--- config.mk ---
export PLATFORM = sky130hd
export DESIGN_NAME = uart_rx_fifo
export DESIGN_NICKNAME = d
export VERILOG_FILES = /design/src/rtl/uart_pkg.sv /design/src/rtl/uart_sync_fifo.sv /design/src/rtl/uart_rx_fifo.sv
export SDC_FILE = /design/constraint.sdc
export NUM_CORES = 1
export LEC_CHECK = 0
export ABC_AREA = 1
export BUFFER_PORTS_ARGS = -buffer_cell sky130_fd_sc_hd__buf_4
export CAP_MARGIN = 30
export CORE_ASPECT_RATIO = 1.1
export CORE_MARGIN = 4
export CORE_UTILIZATION = 30
export CTS_BUF_LIST = sky130_fd_sc_hd__clkbuf_4
export CTS_CLUSTER_DIAMETER = 100
export CTS_CLUSTER_SIZE = 25
export DETAILED_ROUTE_END_ITERATION = 6
export RECOVER_POWER = 25
export SLEW_MARGIN = 15
export SYNTH_ARGS = -nofsm -noshare
export SYNTH_HDL_FRONTEND = slang
export SYNTH_SLANG_ARGS = --single-unit
--- constraint.sdc ---
create_clock -name clk -period 8 [get_ports clk]
set_clock_uncertainty 0.2 [all_clocks]
set_input_delay 2 -clock clk [delete_from_list [all_inputs] [get_ports clk]]
set_output_delay 2 -clock clk [all_outputs]
set_load 0.01 [all_outputs]
--- src/rtl/uart_pkg.sv ---
// uart_pkg: FSM state encodings, parity mode codes and baud divisor helpers
// shared by the uart_rx_fifo receiver.
package uart_pkg;

    localparam int unsigned DIV_W = 20;

    localparam logic [2:0] ST_IDLE   = 3'd0;
    localparam logic [2:0] ST_START  = 3'd1;
    localparam logic [2:0] ST_DATA   = 3'd2;
    localparam logic [2:0] ST_PARITY = 3'd3;
    localparam logic [2:0] ST_STOP   = 3'd4;

    // Modes 0 and 3 both mean "no parity bit on the line"
    localparam logic [1:0] PAR_EVEN = 2'd1;
    localparam logic [1:0] PAR_ODD  = 2'd2;

    function automatic int unsigned baud_rate(input logic [2:0] sel);
        case (sel)
            3'd0:    return 300;
            3'd1:    return 1200;
            3'd2:    return 4800;
            3'd3:    return 9600;
            3'd4:    return 19200;
            3'd5:    return 38400;
            3'd6:    return 57600;
            default: return 115200;
        endcase
    endfunction

    // Rounded clocks per 16x oversample tick
    function automatic logic [DIV_W-1:0] baud_div(input int unsigned clk_hz, input logic [2:0] sel);
        int unsigned rate;
        rate = baud_rate(sel);
        return DIV_W'((clk_hz + 8 * rate) / (16 * rate));
    endfunction

endpackage

--- src/rtl/uart_sync_fifo.sv ---
// uart_sync_fifo: single-clock first-word fall-through FIFO with level count,
// registered head/valid/level outputs and simultaneous push/pop at any level.
module uart_sync_fifo
#(
    parameter int unsigned WIDTH = 10,
    parameter int unsigned DEPTH = 16
) (
    input  logic                   clk,
    input  logic                   rst_n,
    input  logic                   i_wr,
    input  logic [WIDTH-1:0]       i_wdata,
    input  logic                   i_rd,
    output logic [WIDTH-1:0]       o_rdata,
    output logic                   o_valid,
    output logic                   o_full_c,
    output logic [$clog2(DEPTH):0] o_level
);
    localparam int unsigned PTR_W = $clog2(DEPTH);
    localparam int unsigned LVL_W = PTR_W + 1;

    logic [WIDTH-1:0] r_mem [DEPTH];
    logic [PTR_W-1:0] r_wr_ptr;
    logic [PTR_W-1:0] r_rd_ptr;
    logic [PTR_W-1:0] w_rd_ptr_nxt;
    logic [LVL_W-1:0] r_level;
    logic [LVL_W-1:0] w_level_nxt;
    logic [WIDTH-1:0] r_head;
    logic [WIDTH-1:0] w_head_nxt;
    logic             r_valid;
    logic             w_full;
    logic             w_pop;
    logic             w_push;

    assign w_full = (r_level == LVL_W'(DEPTH));
    assign w_pop  = i_rd & r_valid;
    assign w_push = i_wr & (~w_full | w_pop);

    // Head register is preloaded with whatever will sit at the read pointer after this edge
    always_comb begin
        w_rd_ptr_nxt = r_rd_ptr + PTR_W'(w_pop);
        w_level_nxt  = r_level + LVL_W'(w_push) - LVL_W'(w_pop);
        if (w_level_nxt == '0) begin
            w_head_nxt = '0;
        end else if (w_push && (r_wr_ptr == w_rd_ptr_nxt)) begin
            w_head_nxt = i_wdata;
        end else begin
            w_head_nxt = r_mem[w_rd_ptr_nxt];
        end
    end

    always_ff @(posedge clk) begin
        if (!rst_n) begin
            r_wr_ptr <= '0;
            r_rd_ptr <= '0;
            r_level  <= '0;
            r_head   <= '0;
            r_valid  <= 1'b0;
        end else begin
            r_wr_ptr <= r_wr_ptr + PTR_W'(w_push);
            r_rd_ptr <= w_rd_ptr_nxt;
            r_level  <= w_level_nxt;
            r_head   <= w_head_nxt;
            r_valid  <= (w_level_nxt != '0);
        end
    end

    always_ff @(posedge clk) begin
        if (!rst_n) begin
            for (int unsigned i = 0; i < DEPTH; i++) begin
                r_mem[i] <= '0;
            end
        end else if (w_push) begin
            r_mem[r_wr_ptr] <= i_wdata;
        end
    end

    assign o_rdata  = r_head;
    assign o_valid  = r_valid;
    assign o_full_c = w_full;
    assign o_level  = r_level;

endmodule

--- src/rtl/uart_rx_fifo.sv ---
// uart_rx_fifo: 16x oversampling UART receiver writing {ferror, perror, data} into a FIFO.
// Define UART_RX_MAJORITY_EN to vote each bit over ticks 7, 8, 9 instead of sampling tick 8.
module uart_rx_fifo
    import uart_pkg::*;
#(
    parameter int unsigned CLK_HZ    = 50_000_000,
    parameter int unsigned DATA_BITS = 8,
    parameter int unsigned DEPTH     = 16
) (
    input  logic                   clk,
    input  logic                   reset,
    input  logic                   Rx_EN,
    input  logic [2:0]             baud_select,
    input  logic [1:0]             parity_mode,
    input  logic                   RxD,
    input  logic                   Rx_RD,
    output logic [DATA_BITS-1:0]   Rx_DATA,
    output logic                   Rx_PERROR,
    output logic                   Rx_FERROR,
    output logic                   Rx_VALID,
    output logic [$clog2(DEPTH):0] Rx_LEVEL,
    output logic                   Rx_OVERRUN
);
    localparam int unsigned ENT_W = DATA_BITS + 2;
    localparam logic [DIV_W-1:0] DIV_TAB [8] = '{
        baud_div(CLK_HZ, 3'd0), baud_div(CLK_HZ, 3'd1), baud_div(CLK_HZ, 3'd2), baud_div(CLK_HZ, 3'd3),
        baud_div(CLK_HZ, 3'd4), baud_div(CLK_HZ, 3'd5), baud_div(CLK_HZ, 3'd6), baud_div(CLK_HZ, 3'd7)
    };

    logic                 r_sync_meta, r_rx_s, r_rx_prev;
    logic [2:0]           r_state, w_state_nxt;
    logic [DIV_W-1:0]     r_div_cnt, w_div_cnt_nxt;
    logic [3:0]           r_tick_cnt, w_tick_cnt_nxt;
    logic [3:0]           r_bit_cnt, w_bit_cnt_nxt;
    logic [DATA_BITS-1:0] r_shift, w_shift_nxt;
    logic                 r_perr, w_perr_nxt;
    logic                 r_ferr, w_ferr_nxt;
    logic                 r_wr_en, w_wr_en_nxt;
    logic                 r_armed, w_armed_nxt;
    logic [2:0]           r_baud_sel, w_baud_sel_nxt;
    logic [1:0]           r_par_mode, w_par_mode_nxt;
    logic                 r_overrun;
    logic                 w_tick, w_start, w_samp_en, w_bit, w_par_en, w_full;
    logic [ENT_W-1:0]     w_head;

    assign w_tick   = (r_div_cnt == (DIV_TAB[r_baud_sel] - DIV_W'(1)));
    assign w_start  = r_armed & r_rx_prev & ~r_rx_s;
    assign w_par_en = (r_par_mode == PAR_EVEN) || (r_par_mode == PAR_ODD);

`ifdef UART_RX_MAJORITY_EN
    logic [1:0] r_maj;

    always_ff @(posedge clk) begin
        if (!reset) begin
            r_maj <= '0;
        end else if (w_tick && ((r_tick_cnt == 4'd6) || (r_tick_cnt == 4'd7))) begin
            r_maj <= {r_maj[0], r_rx_s};
        end
    end

    assign w_samp_en = w_tick && (r_tick_cnt == 4'd8);
    assign w_bit     = (r_maj[1] & r_maj[0]) | (r_maj[1] & r_rx_s) | (r_maj[0] & r_rx_s);
`else
    assign w_samp_en = w_tick && (r_tick_cnt == 4'd7);
    assign w_bit     = r_rx_s;
`endif

    always_comb begin
        w_state_nxt    = r_state;
        w_div_cnt_nxt  = r_div_cnt + DIV_W'(1);
        w_tick_cnt_nxt = r_tick_cnt;
        w_bit_cnt_nxt  = r_bit_cnt;
        w_shift_nxt    = r_shift;
        w_perr_nxt     = r_perr;
        w_ferr_nxt     = r_ferr;
        w_wr_en_nxt    = 1'b0;
        w_armed_nxt    = r_armed;
        w_baud_sel_nxt = r_baud_sel;
        w_par_mode_nxt = r_par_mode;
        if (w_tick) begin
            w_div_cnt_nxt  = '0;
            w_tick_cnt_nxt = r_tick_cnt + 4'd1;
        end
        case (r_state)
            ST_IDLE: begin
                // Oversample phase restarts from the detected start edge
                w_div_cnt_nxt  = '0;
                w_tick_cnt_nxt = '0;
                w_armed_nxt    = r_armed | r_rx_s;
                if (w_start) begin
                    w_state_nxt    = ST_START;
                    w_baud_sel_nxt = baud_select;
                    w_par_mode_nxt = parity_mode;
                    w_bit_cnt_nxt  = '0;
                    w_perr_nxt     = 1'b0;
                    w_ferr_nxt     = 1'b0;
                end
            end
            ST_START: begin
                if (w_samp_en) w_state_nxt = w_bit ? ST_IDLE : ST_DATA;
            end
            ST_DATA: begin
                if (w_samp_en) begin
                    w_shift_nxt   = {w_bit, r_shift[DATA_BITS-1:1]};
                    w_bit_cnt_nxt = r_bit_cnt + 4'd1;
                    if (r_bit_cnt == 4'(DATA_BITS - 1)) w_state_nxt = w_par_en ? ST_PARITY : ST_STOP;
                end
            end
            ST_PARITY: begin
                if (w_samp_en) begin
                    w_perr_nxt  = w_bit ^ (^r_shift) ^ (r_par_mode == PAR_ODD);
                    w_state_nxt = ST_STOP;
                end
            end
            ST_STOP: begin
                // A low stop bit must see the line return high before the next start is accepted
                if (w_samp_en) begin
                    w_ferr_nxt  = ~w_bit;
                    w_armed_nxt = w_bit;
                    w_wr_en_nxt = 1'b1;
                    w_state_nxt = ST_IDLE;
                end
            end
            default: w_state_nxt = ST_IDLE;
        endcase
        if (!Rx_EN) begin
            w_state_nxt = ST_IDLE;
            w_wr_en_nxt = 1'b0;
        end
    end

    always_ff @(posedge clk) begin
        if (!reset) begin
            r_sync_meta <= 1'b1;
            r_rx_s      <= 1'b1;
            r_rx_prev   <= 1'b1;
            r_state     <= ST_IDLE;
            r_div_cnt   <= '0;
            r_tick_cnt  <= '0;
            r_bit_cnt   <= '0;
            r_shift     <= '0;
            r_perr      <= 1'b0;
            r_ferr      <= 1'b0;
            r_wr_en     <= 1'b0;
            r_armed     <= 1'b0;
            r_baud_sel  <= '0;
            r_par_mode  <= '0;
        end else begin
            r_sync_meta <= RxD;
            r_rx_s      <= r_sync_meta;
            r_rx_prev   <= r_rx_s;
            r_state     <= w_state_nxt;
            r_div_cnt   <= w_div_cnt_nxt;
            r_tick_cnt  <= w_tick_cnt_nxt;
            r_bit_cnt   <= w_bit_cnt_nxt;
            r_shift     <= w_shift_nxt;
            r_perr      <= w_perr_nxt;
            r_ferr      <= w_ferr_nxt;
            r_wr_en     <= w_wr_en_nxt;
            r_armed     <= w_armed_nxt;
            r_baud_sel  <= w_baud_sel_nxt;
            r_par_mode  <= w_par_mode_nxt;
        end
    end

    always_ff @(posedge clk) begin
        if (!reset || !Rx_EN) begin
            r_overrun <= 1'b0;
        end else if (r_wr_en && w_full && !(Rx_RD && Rx_VALID)) begin
            r_overrun <= 1'b1;
        end
    end

    uart_sync_fifo #(
        .WIDTH (ENT_W),
        .DEPTH (DEPTH)
    ) u_fifo (
        .clk      (clk),
        .rst_n    (reset),
        .i_wr     (r_wr_en),
        .i_wdata  ({r_ferr, r_perr, r_shift}),
        .i_rd     (Rx_RD),
        .o_rdata  (w_head),
        .o_valid  (Rx_VALID),
        .o_full_c (w_full),
        .o_level  (Rx_LEVEL)
    );

    assign Rx_DATA    = w_head[DATA_BITS-1:0];
    assign Rx_PERROR  = w_head[DATA_BITS];
    assign Rx_FERROR  = w_head[DATA_BITS+1];
    assign Rx_OVERRUN = r_overrun;

endmodule
# Yosys cells after proc, flatten, opt, wreduce, memory -nomap -nowiden
# Memories as Yosys holds them, arrays and structs flattened. A register that Yosys moved wholly into a read port is not among the register bits.
# Cells that the tools add are included.
[op_classes]
n_lt_le_gt_ge = 1
n_addsub = 8
reduce_logical = 29
eq_ne = 16
n_bitwise = 12
n_mux = 29
[op_table]
columns = ["operator", "count"]
rows = [
  ["20-bit 2-to-1 mux", 2],
  ["3-bit 2-to-1 mux", 7],
  ["20-bit by 1-bit adder with 20-bit output (second input constant)", 1],
  ["20-bit == test", 1],
  ["20-bit by 1-bit subtractor with 20-bit output (second input constant)", 1],
  ["3-bit one-hot mux with 5 select lines", 1],
  ["4-bit 2-to-1 mux", 3],
  ["2-bit inequality test (second input constant)", 6],
  ["3-bit AND reduction", 4],
  ["1-bit 2-to-1 mux", 10],
  ["10-bit 2-to-1 mux", 1],
  ["10-bit OR reduction", 1],
  ["4-bit by 1-bit adder with 4-bit output", 2],
  ["4-bit by 1-bit adder with 4-bit output (second input constant)", 2],
  ["4-bit by 3-bit == test with 1-bit output (second input constant)", 2],
  ["4-bit one-hot mux with 2 select lines", 1],
  ["2-bit AND reduction", 4],
  ["8-bit parity", 1],
  ["3-bit by 2-bit == test with 1-bit output (second input constant)", 2],
  ["1-bit one-hot mux with 2 select lines", 3],
  ["6-bit AND reduction", 1],
  ["2-bit nonzero test", 3],
  ["5-bit by 1-bit adder with 5-bit output", 1],
  ["5-bit == test (second input constant)", 1],
  ["20 further kinds", 34],
]
[word_totals]
in_bits = 10
wordCells = 116
mem_bits_rw = 160
n_memories = 2
out_inout_bits = 17
mem_bits_ro = 160
register_bits = 66
[mem_list]
columns = ["memory", "depth", "word_bits", "read_ports", "rd_ports_with_merged_regs", "wr", "line_no", "rtl"]
rows = [
  ["(name not given)", 8, 20, 1, 0, 0, "uart_rx_fifo.sv:46", "assign w_tick = (r_div_cnt == (DIV_TAB[r_baud_sel] - DIV_W'(1)));"],
  ["u_fifo.r_mem", 16, 10, 1, 1, 16, "uart_sync_fifo.sv:21", "logic [WIDTH-1:0] r_mem [DEPTH];"],
]

# Logic depth before layout (Yosys ltp)
# Gate-level depths: netlist of run 1.
[depth]
word_depth = 9
ltp_mapped = 23
ltp_nobuf = 23

# Hierarchy
# Synthesis of run 1 repeated with hierarchy kept, for this count alone.
[unflattened]
hier_cells = 1565
area_unflattened_um2 = 12505.7
[modules_own_cells]
columns = ["mod", "area_per_inst_um2", "seq_area_each_um2", "cells_each", "instances"]
rows = [
  ["uart_sync_fifo", 9152.5, 5285.1, 1071, 1],
  ["uart_rx_fifo", 3353.2, 1041.0, 494, 1],
]

# Worst setup path after synthesis of run 1
# Ideal clock, no wire load.
[synth_path]
kind = "input to register"
start = "in Rx_RD"
end = "reg u_fifo.r_head[0] (netlist: u_fifo.o_rdata[0]) (read register of u_fifo.r_mem)"
t_required_ns = 7.726
setup_time_ns = 0.074
path_slack_ns = 3.692
t_arrival_ns = 4.034
path_buffers = 1
path_stages = 15
cell_sequence = "nand2_1 inv_1 ha_1 inv_1 ha_1 inv_1 fa_1 o21ai_0 a21oi_1 xnor2_1 inv_1 a41oi_1 clkbuf_1 o21ai_0 a31oi_1"
[synth_between]
elab_chain_cells = 7
word_cells_on_any_way = 8
classes_between = "add/sub: 3; bitwise: 3; reduce/logical: 2"
[synth_lines]
columns = ["element", "line_no", "rtl"]
rows = [
  ["start, declared", "uart_rx_fifo.sv:16", "input logic Rx_RD,"],
  ["1-bit AND (*)", "uart_sync_fifo.sv:35", "assign w_pop = i_rd & r_valid;"],
  ["1-bit bitwise OR", "uart_sync_fifo.sv:36", "assign w_push = i_wr & (~w_full | w_pop);"],
  ["1-bit AND", "uart_sync_fifo.sv:36", ""],
  ["5-bit by 1-bit adder with 5-bit output", "uart_sync_fifo.sv:41", "w_level_nxt = r_level + LVL_W'(w_push) - LVL_W'(w_pop);"],
  ["5-bit by 1-bit subtractor with 5-bit output", "uart_sync_fifo.sv:41", ""],
  ["5-bit zero test", "uart_sync_fifo.sv:42", "if (w_level_nxt == '0) begin"],
  ["2-bit OR reduction (no source line)", "n/a", ""],
  ["end, declared", "uart_sync_fifo.sv:27", "logic [WIDTH-1:0] r_head;"],
]
# Every way passes the cells marked *; elsewhere a longest branch is shown, timed or not.
# A chain may end at the register's enable or synchronous reset.

==> run metrics, run 1 <==
Ys Warns 0; sw frac 34.07%; Clock Tree Root clkbuf_4; internal power roughly 1.7 mW; Clock Power Share 19.3%; beginning of the worst hold path r_sync_meta; Flop pwr share a little under three fifths; # DRC 0; DR iter-0 viols between 900 and 1k; Post-CTS Hold Buffers 0; most common cell after layout, fill and taps aside nor2_1; Max Fclk 0.1776 GHz; Synth cell types 45; HP Class flip-flop to flip-flop; antenna viol nets, final 0; metal3 WL 1800 µm; fillcell total 3914; reg2reg setup slack 4.36 ns; DR pass1 iterations 7; synthesized cell area approximately 0.011 mm²; WHS Path Cells 1; fraction of the cycle the final worst path needs a little over two thirds; vias per cell 5.003; GP Congestion between 0.8 and 0.9; Inserted Clock Buffers 13; routed vias 8756; Worst Setup End Kind flip-flop; Primary FF master, synth edfxtp_1; violated checks max-capacitance violations, max-slew violations; share of layout cells above drive strength 1 under 10%; Mean Syn Cell Area 8.936 µm²; PortBufs 26; vias in the first global route approximately 8.5k; commonest non-fill, non-tap cells in the layout 312 x nor2_1, 163 x nand2_1, 160 x edfxtp_1; Worst Hold End r_rx_s; Max transition margin -57.12%; Switch Pwr between 0.8 and 0.9 mW; Layout area overhead 6.115%; Worst R2R Start u_fifo.o_level[3]; post-CTS sizing 0; DR WL met2 ~15000 µm; final wirelength about 30000 µm; WL met1 ~13000 µm; Setup TNS Final 0 ns; post-synthesis sequential area ratio a little under three fifths; FF+latch count, synth ~240; EDFF count, synth 160; Max Buffers Root-to-Sink 3; Slew Viols, Final between 40 and 50; Die Ht approximately 210 µm; Data required, critical path around 8.1 ns; Clock Sinks between 200 and 250; Leak ~4.0 nW; Die ar. ~0.041 mm²; Peak VDD IR 154.4 µV; Final min period between 5 and 6 ns; Synth async-reset ratio 0%; unrepaired setup endpoints after global routing no; dpl hpwl slightly above 20000 µm; topmost layer with routed signal wires met4; top-level I/O count 27; placed insts between 1.5k and 2k; CTS tree yes; Setup CP Type input port to flip-flop; ranking of synthesized cells by area edfxtp_1 42%, dfxtp_1 13%, nor2_1 10%, nand2_1 5.4%, o21ai_0 5.0%; first-pass GRT wire length about 47000 µm; Mapped Nets 1306; Synth area leader edfxtp_1; grt total ovfl 0; combinational power share 24.3%; share of the synthesized area in the top cell type between 40% and 50%; Worst-Skew Late Latency between 0.6 and 0.7 ns; worst-margin pin slew approximately 2.4 ns; status finished, violations left; Worst Setup Start Kind input port; Initial Util a little under a third; initial antenna violation count 1; core area ~0.037 mm²; num rows 74; Total GRT Usage between 10% and 20%; Final Hold Viols 0; nets about 1.3k; largest net degree at the start of global routing 83; crit-path max FO about 40; FF-to-FF path depth 15; Finished Layout Cells 1750; # Post-CTS Setup Buffers 0; Worst R2R End u_fifo.o_rdata[6]; Setup-failing EPs final 0; WL/cell approximately 17 µm; max capacitance violation total 1; post-synthesis cell count approximately 1.3k; H-Tree Depth 1; clock transition at the registers of the reported paths around 0.26 ns; crit path DAT about 5.8 ns; pwr/cell area approximately 210 mW/mm²; die width between 150 and 200 µm
==> worst max path at each step <==
stage	start	slack [ns]	cells past startpoint	endpoint
after floorplan	Rx_RD	3.69	15	u_fifo.o_rdata[0]
after global placement	Rx_RD	2.77	13	u_fifo.o_rdata[4]
after detailed placement	Rx_RD	2.68	13	u_fifo.o_rdata[0]
after CTS	Rx_RD	3.41	13	u_fifo.o_rdata[8]
after global routing	reset	2.07	5	u_fifo.o_rdata[5]
final	reset	2.37	5	u_fifo.r_mem[6][5]
==> routing by layer <==
metal / vias up / global-route usage (%)
met5: - / 0
met4: 0 / 4.444
met3: 58 / 1.870
met2: 287 / 24.94
met1: 4194 / 18.39
li1: 4217 / -
==> layout make-up <==
cell class / instances / area, µm² / area share, %
Sequential cell: 236 / 6326 / 52.40
Multi-Input combinational cell: 863 / 4367 / 36.17
Tap cell: 494 / 618.1 / 5.120
Inverter: 102 / 387.9 / 3.213
Timing Repair Buffer: 33 / 211.5 / 1.752
Clock buffer: 19 / 142.6 / 1.182
Clock inverter: 2 / 16.27 / 0.1347
Antenna cell: 1 / 2.502 / 0.02073
==> critical path, stage by stage <==
cell	delay [ns]
clkbuf_1	1.64
nand2_1	0.41
nor3_1	0.74
nand2_1	0.46
nand2_1	0.49
==> flip-flops by register name (all words and copies together) (netlist names), 5 cells and up <==
| name | flops |
|---|---|
| u_fifo.r_mem | 160 |
| u_fifo.o_level | 5 |
| u_fifo.o_rdata | 10 |
| r_div_cnt | 20 |
| r_shift | 8 |
==> synth_stat cells (19+ instances only) <==
library cell / number
a21oi_1: 35
clkbuf_1: 66
dfxtp_1: 76
edfxtp_1: 160
ha_1: 22
inv_1: 89
nand2_1: 163
nand3_1: 41
nor2_1: 312
o211ai_1: 19
o21ai_0: 114
o221ai_1: 21
o22ai_1: 19
==> metrics by stage <==
stage | util [%] | hold slack, ns | total power, mW | setup slack [ns] | cell area, µm²
6_report | 32.35 | 0.2545 | 2.534 | 2.369 | 12070
5_1_grt | 32.35 | 0.2766 | 2.662 | 2.069 | 12070
4_1_cts | 32.46 | 0.2601 | 2.560 | 3.410 | 12110
3_5_place_dp | 32.03 | 0.2093 | 2.089 | 2.681 | 11950
3_3_place_gp | 31.94 | 0.2050 | 2.079 | 2.767 | 11920
2_1_floorplan | - | 0.1925 | 1.849 | 3.692 | 11380
==> power by group through the flow <==
stage / Sequential, mW / Clock, mW / Combinational [mW]
global route: 1.44 / 0.541 / 0.682
finish: 1.43 / 0.488 / 0.615
CTS: 1.43 / 0.496 / 0.632
floorplan: 1.44 / 0 / 0.406
detailed placement: 1.46 / 0 / 0.631
global placement: 1.46 / 0 / 0.620
==> kinds of logic after synthesis <==
| logic type | share of synthesized area, % |
|---|---|
| AO/OA/AOI/OAI | 11.79 |
| XOR/XNOR | 2.156 |
| adder cells (fa/ha/maj) | 2.596 |
| buffers and inverters | 6.027 |
| flip-flops | 55.61 |
| AND/OR/NAND/NOR | 21.82 |
Power figures use the tool's default switching activity.
==> inputs of run 2 (changes only) <==
Clock period 8 ns to 5.35 ns, I/O delays scaled along.
==> run 2 against run 1 <==
The run now ends clean. Cell count is 0.29% higher. Via count is 0.89% lower. Cell area is 0.59% higher. Sequential cell count stayed put. Sequential share of layout area is 0.31 points lower. Non-clock buffer count is 2 higher. Global-route usage hardly changed. Register-to-register slack worse by 2.7 ns. Critical path type is now flip-flop to flip-flop. Critical endpoint is now r_div_cnt[10]. Largest power group unchanged.
==> run metrics, run 2 (same netlist as run 1, synthesis figures left out) <==
status completed (was finished, violations left); placed cell areas 0.01197 mm² (was 0.01195 mm²); crit-path max FO 20 (was 41); DR pass1 iterations 5 (was 7); Clock Tree Root clkbuf_4 (unchanged); Peak VDD IR 176.3 µV (was 154.4 µV); CP max-delay cell dfxtp_1 (was clkbuf_1); Data required, critical path 5.67 ns (was 8.13 ns); H-Tree Depth 1 (unchanged); Worst path top cell family by delay simple AND/OR/NAND/NOR gates (unchanged); Final min period roughly 3.6 ns; Biggest register u_fifo.r_mem (unchanged); worst-margin pin slew 0.9234 ns (was 2.357 ns); Total GRT Usage 14.23% (was 14.22%); Die ar. 0.04110 mm² (unchanged); routed vias 8678 (was 8756); unrepaired setup endpoints after global routing no (unchanged); Max Buffers Root-to-Sink 3 (unchanged); Post-CTS Hold Buffers 0 (unchanged); Flop pwr share 55.1% (was 56.5%); PortBufs 26 (unchanged); CP bufs+invs 5 (was 1); combinational power share 25.0% (was 24.3%); # DRC 0 (unchanged); Initial Util 30.49% (unchanged); first-pass GRT wire length 46740 µm (was 46760 µm); Clock Power Share 19.8% (was 19.3%); largest net degree at the start of global routing 83 (unchanged); Clock Sinks 236 (unchanged); Largest register FFs 160 (unchanged); Setup-failing EPs final 0 (unchanged); most common cell after layout, fill and taps aside nor2_1 (unchanged); Slew Viols, Final 0 (was 42); HP Class flip-flop to flip-flop (unchanged); WHS 0.2564 ns (was 0.2545 ns); WL/cell 17.22 µm (was 17.20 µm); cells along the critical path inv_1 -> ha_1 -> inv_1 -> nand2_1 -> nand2_2 -> inv_2 -> ha_1 -> inv_1 -> nand2_1 -> nand2_1 -> nor2_1 -> nand3_1 -> nor2_1 -> nand2_1 -> nor3_1 -> nand3_1 -> nor2_4 -> inv_1 -> nand2_1 -> a21oi_1 (was clkbuf_1 -> nand2_1 -> nor3_1 -> nand2_1 -> nand2_1); dpl hpwl 20860 µm (was 20370 µm); pwr/cell area 319.2 mW/mm² (was 209.9 mW/mm²); CP peak stage delay 0.51 ns (was 1.64 ns); # Post-CTS Setup Buffers 0 (unchanged); num rows 74 (unchanged); share of layout cells above drive strength 1 7.143% (was 6.215%); final wirelength 30220 µm (was 30110 µm); core area 0.03731 mm² (unchanged); internal power 2.546 mW (was 1.671 mW); post-CTS sizing 0 (unchanged); DR iter-0 viols 890 (was 937); Inserted Clock Buffers 14 (was 13); crit path DAT 3.97 ns (was 5.76 ns); vias in the first global route 8372 (was 8479); final instance area 0.01214 mm² (was 0.01207 mm²); max capacitance violation total 0 (was 1); clock transition at the registers of the reported paths 0.23 ns (was 0.26 ns); Die Ht 212.2 µm (unchanged); top-level I/O count 27 (unchanged); most used cell, CP nand2_1 (unchanged); fin util 32.54% (was 32.35%); die width 193.7 µm (unchanged); sw frac 34.32% (was 34.07%); Max transition margin 38.06% (was -57.12%); fillcell total 3939 (was 3914); fraction of the cycle the final worst path needs between 60% and 70%; commonest non-fill, non-tap cells in the layout 312 x nor2_1, 163 x nand2_1, 160 x edfxtp_1 (unchanged); reg2reg setup slack 1.70 ns (was 4.36 ns); initial antenna violation count 2 (was 1); Leak 4.108 nW (was 4.046 nW); overall power 3.876 mW (was 2.534 mW); Switch Pwr 1.330 mW (was 0.8632 mW); GP Congestion 0.8968 (was 0.8650); antenna viol nets, final 0 (unchanged); Worst Setup End Kind flip-flop (unchanged); grt total ovfl 0 (unchanged); Setup TNS Final 0 ns (unchanged); Final Hold Viols 0 (unchanged); footprint of the multi-input gates 0.004364 mm² (was 0.004367 mm²); nets 1285 (was 1282); Worst-Skew Late Latency 0.69 ns (was 0.68 ns); FF/Latch Area 0.006326 mm² (unchanged); Max Fclk about 0.27 GHz; Layout area overhead 6.742% (was 6.115%); CTS tree yes (unchanged); Setup CP Type flip-flop to flip-flop (was input port to flip-flop); vias per cell 4.945 (was 5.003); Worst Setup Start Kind flip-flop (was input port)
run 2: per-stage QoR:
step / setup slack, ns / instances
floorplan: 1.704 / 1273
global placement: 1.019 / 1728
detailed placement: 1.016 / 1729
CTS: 1.655 / 1753
global route: 1.258 / 1755
finish: 1.702 / 1755
run 2: path summary, 6_finish.rpt:
check,start,end,cells after the start
setup / recovery,r_baud_sel[0],r_div_cnt[10],20
hold / removal,r_sync_meta,r_rx_s,1
setup reg to reg,r_baud_sel[0],r_div_cnt[10],20
hold reg to reg,r_sync_meta,r_rx_s,1
run 2: cell type report:
| cell class | count | area share, % |
|---|---|---|
| Tap cell | 494 | 5.090 |
| Clock buffer | 20 | 1.236 |
| Clock inverter | 4 | 0.3709 |
| Sequential cell | 236 | 52.10 |
| Multi-Input combinational cell | 863 | 35.94 |
| Timing Repair Buffer | 35 | 2.050 |
| Inverter | 102 | 3.194 |
| Antenna cell | 1 | 0.02061 |
run 2: power by group through the flow:
stage,sequential [mW],combinational (mW),clock (mW)
after floorplan,2.16,0.608,0
final,2.14,0.970,0.769
after global routing,2.15,1.07,0.850
after global placement,2.18,0.974,0
after CTS,2.14,0.981,0.790
after detailed placement,2.18,0.979,0
run 2: metal layers:
layer | wire, µm | part of all wire [%] | GRT usage [%] | up-vias
met5 | 13 | 0.043 | 0 | -
met4 | 634 | 2.1 | 3.712 | 2
met3 | 2257 | 7.5 | 2.187 | 44
met2 | 14190 | 47 | 24.08 | 271
met1 | 13120 | 43 | 19.25 | 4126
li1 | - | - | - | 4235
==> inputs of run 3 (changes only) <==
Clock period 5.35 ns to 3.4 ns, I/O delays scaled along.
==> run 3 against run 2 <==
Routed wire length down 1.7%. Cell count up 2.5%. Sequential share of layout area down 1.5 points. Clock power up 61%. Utilization up 0.98 points. Count of clock-buffer cells in the layout up 1. Cell area up 3.0%. First-iteration DRC count down 8.0%. Critical path depth down 1. Setup slack worse by 1.3 ns. Die area unchanged. Total power up 60%. Critical path type unchanged.
==> run metrics, run 3 (same netlist as run 1, synthesis figures left out) <==
status completed (unchanged); WHS Path Cells 2 (was 1); # DRC 0 (unchanged); largest net degree at the start of global routing 47 (was 83); most used cell, CP nand2_1 (unchanged); Final min period 3.017 ns (was 3.648 ns); CTS tree yes (unchanged); final instance area 0.01251 mm² (was 0.01214 mm²); HP Class input port to flip-flop (was flip-flop to flip-flop); core area 0.03731 mm² (unchanged); Final Hold Viols 0 (unchanged); antenna viol nets, final 0 (unchanged); die width 193.7 µm (unchanged); crit path DAT 3.45 ns (was 3.97 ns); Finished Layout Cells 1798 (was 1755); DR pass1 iterations 5 (unchanged); crit-path max FO 16 (was 20); routed vias 8835 (was 8678); Inserted Clock Buffers 14 (unchanged); Leak 4.299 nW (was 4.108 nW); num rows 74 (unchanged); Worst-Skew Late Latency 0.71 ns (was 0.69 ns); DR iter-0 viols 819 (was 890); Total GRT Usage 14.13% (was 14.23%); dpl ws -0.05026 ns (was 1.016 ns); max capacitance violation total 0 (unchanged); dpl hpwl 19980 µm (was 20860 µm); Slew Viols, Final 0 (unchanged); vias per cell 4.914 (was 4.945); pwr/cell area 495.5 mW/mm² (was 319.2 mW/mm²); Setup CP Type flip-flop to flip-flop (unchanged); GP Congestion 0.8269 (was 0.8968); grt total ovfl 0 (unchanged); top-level I/O count 27 (unchanged); H-Tree Depth 1 (unchanged); Setup TNS Final 0 ns (unchanged); Largest register FFs 160 (unchanged); commonest non-fill, non-tap cells in the layout 312 x nor2_1, 162 x nand2_1, 160 x edfxtp_1 (was 312 x nor2_1, 163 x nand2_1, 160 x edfxtp_1); cells along the critical path clkinvlp_4 -> ha_1 -> nand2_1 -> nand2_1 -> ha_1 -> inv_1 -> nand2_1 -> nand2_1 -> nor2_1 -> nand3_1 -> nor2_1 -> nand2_1 -> nor3_2 -> nand3_1 -> nor2_4 -> nand4_4 -> clkinv_4 -> o21ai_0 -> a21oi_1 (was inv_1 -> ha_1 -> inv_1 -> nand2_1 -> nand2_2 -> inv_2 -> ha_1 -> inv_1 -> nand2_1 -> nand2_1 -> nor2_1 -> nand3_1 -> nor2_1 -> nand2_1 -> nor3_1 -> nand3_1 -> nor2_4 -> inv_1 -> nand2_1 -> a21oi_1); Data required, critical path 3.83 ns (was 5.67 ns); final worst-path setup slack 0.3830 ns (was 1.702 ns); final wirelength 29690 µm (was 30220 µm); fin util 33.52% (was 32.54%); clock transition at the registers of the reported paths 0.25 ns (was 0.23 ns); FF/Latch Area 0.006334 mm² (was 0.006326 mm²); unrepaired setup endpoints after global routing no (unchanged); Initial Util 30.49% (unchanged); initial antenna violation count 2 (unchanged); CP peak stage delay 0.42 ns (was 0.51 ns); vias in the first global route 8541 (was 8372); WL/cell 16.52 µm (was 17.22 µm); Die Ht 212.2 µm (unchanged); Max transition margin 47.97% (was 38.06%); Biggest register u_fifo.r_mem (unchanged); Clock Tree Root clkbuf_4 (unchanged); first-pass GRT wire length 46780 µm (was 46740 µm); Max Fclk 0.3315 GHz (was 0.2742 GHz); fillcell total 3883 (was 3939); footprint of the multi-input gates 0.004378 mm² (was 0.004364 mm²); CP max-delay cell dfxtp_4 (was dfxtp_1); Setup-failing EPs final 0 (unchanged); Die ar. 0.04110 mm² (unchanged); share of layout cells above drive strength 1 9.823% (was 7.143%); Clock Sinks 236 (unchanged); Layout area overhead 9.943% (was 6.742%); Max Buffers Root-to-Sink 3 (unchanged); Post-CTS Hold Buffers 0 (unchanged); Worst Setup End Kind flip-flop (unchanged); FF-to-FF path depth 19 (was 20); Peak VDD IR 243.6 µV (was 176.3 µV); worst-margin pin slew 0.7796 ns (was 0.9234 ns); most common cell after layout, fill and taps aside nor2_1 (unchanged); fraction of the cycle the final worst path needs 88.74% (was 68.18%); nets 1328 (was 1285); placed insts 1767 (was 1729); placed cell areas 0.01231 mm² (was 0.01197 mm²); PortBufs 26 (unchanged); Worst Setup Start Kind flip-flop (unchanged)
run 3: cell types whose count changed in the layout (fill, tap and decap cells not counted), sizes merged:
| cell | before | now |
|---|---|---|
| buf | 25 | 58 |
| clkbuf | 30 | 40 |
| clkinv | 10 | 9 |
| clkinvlp | 0 | 1 |
| inv | 96 | 95 |
| nor2 | 318 | 319 |
run 3: repair_timing:
| item | 4_1_cts | 5_1_grt |
|---|---|---|
| resized for setup | 0 | 8 |
| setup buffers | 0 | 5 |
| setup endpoints to repair | 0 | 39 |
run 3: worst paths after layout:
check / from / endpoint / slack (ns)
setup reg to reg: r_baud_sel[1] / r_shift[4] / 0.38
hold reg to reg: r_sync_meta / r_rx_s / 0.25
hold / removal: RxD / r_sync_meta / 0.13
setup / recovery: r_baud_sel[1] / r_shift[4] / 0.38
run 3: cell type report:
type                            instances  share of cell area, %
Sequential cell                       236                  50.64
Multi-Input combinational cell        864                  35.00
Tap cell                              494                  4.942
Timing Repair Buffer                   77                  4.652
Inverter                              102                  3.131
Clock buffer                           21                  1.261
Clock inverter                          3                 0.3501
Antenna cell                            1                0.02001
run 3: routing by layer:
metal / global-route usage (%) / part of all wire, % / wire (µm)
met5: 0 / 0.024 / 7
met4: 3.370 / 2.1 / 631
met3: 1.696 / 5.1 / 1508
met2: 24.66 / 49 / 14430
met1: 18.92 / 44 / 13120
run 3: stage by stage:
step | power, mW | hold WS, ns
6_report | 6.197 | 0.1291
5_1_grt | 6.527 | 0.07176
4_1_cts | 6.270 | 0.07842
3_5_place_dp | 5.031 | 0.2102
3_3_place_gp | 5.011 | 0.2035
2_1_floorplan | 4.350 | 0.1925
run 3: worst max-delay path: cells and delay by family (launching register included):
family / cells / cell delay [ns]
simple gates: 12 / 1.29
fa+ha+maj: 2 / 0.51
flops: 1 / 0.42
buf+inv: 3 / 0.33
compound gates: 2 / 0.21
run 3: report_power, final:
| group | switching [mW] | internal (mW) | total (mW) | leakage (nW) |
|---|---|---|---|---|
| clock network | 0.929 | 0.315 | 1.24 | 0.117 |
| logic | 1.03 | 0.579 | 1.61 | 2.03 |
| registers | 0.109 | 3.24 | 3.35 | 2.15 |
| total | 2.07 | 4.13 | 6.20 | 4.30 |
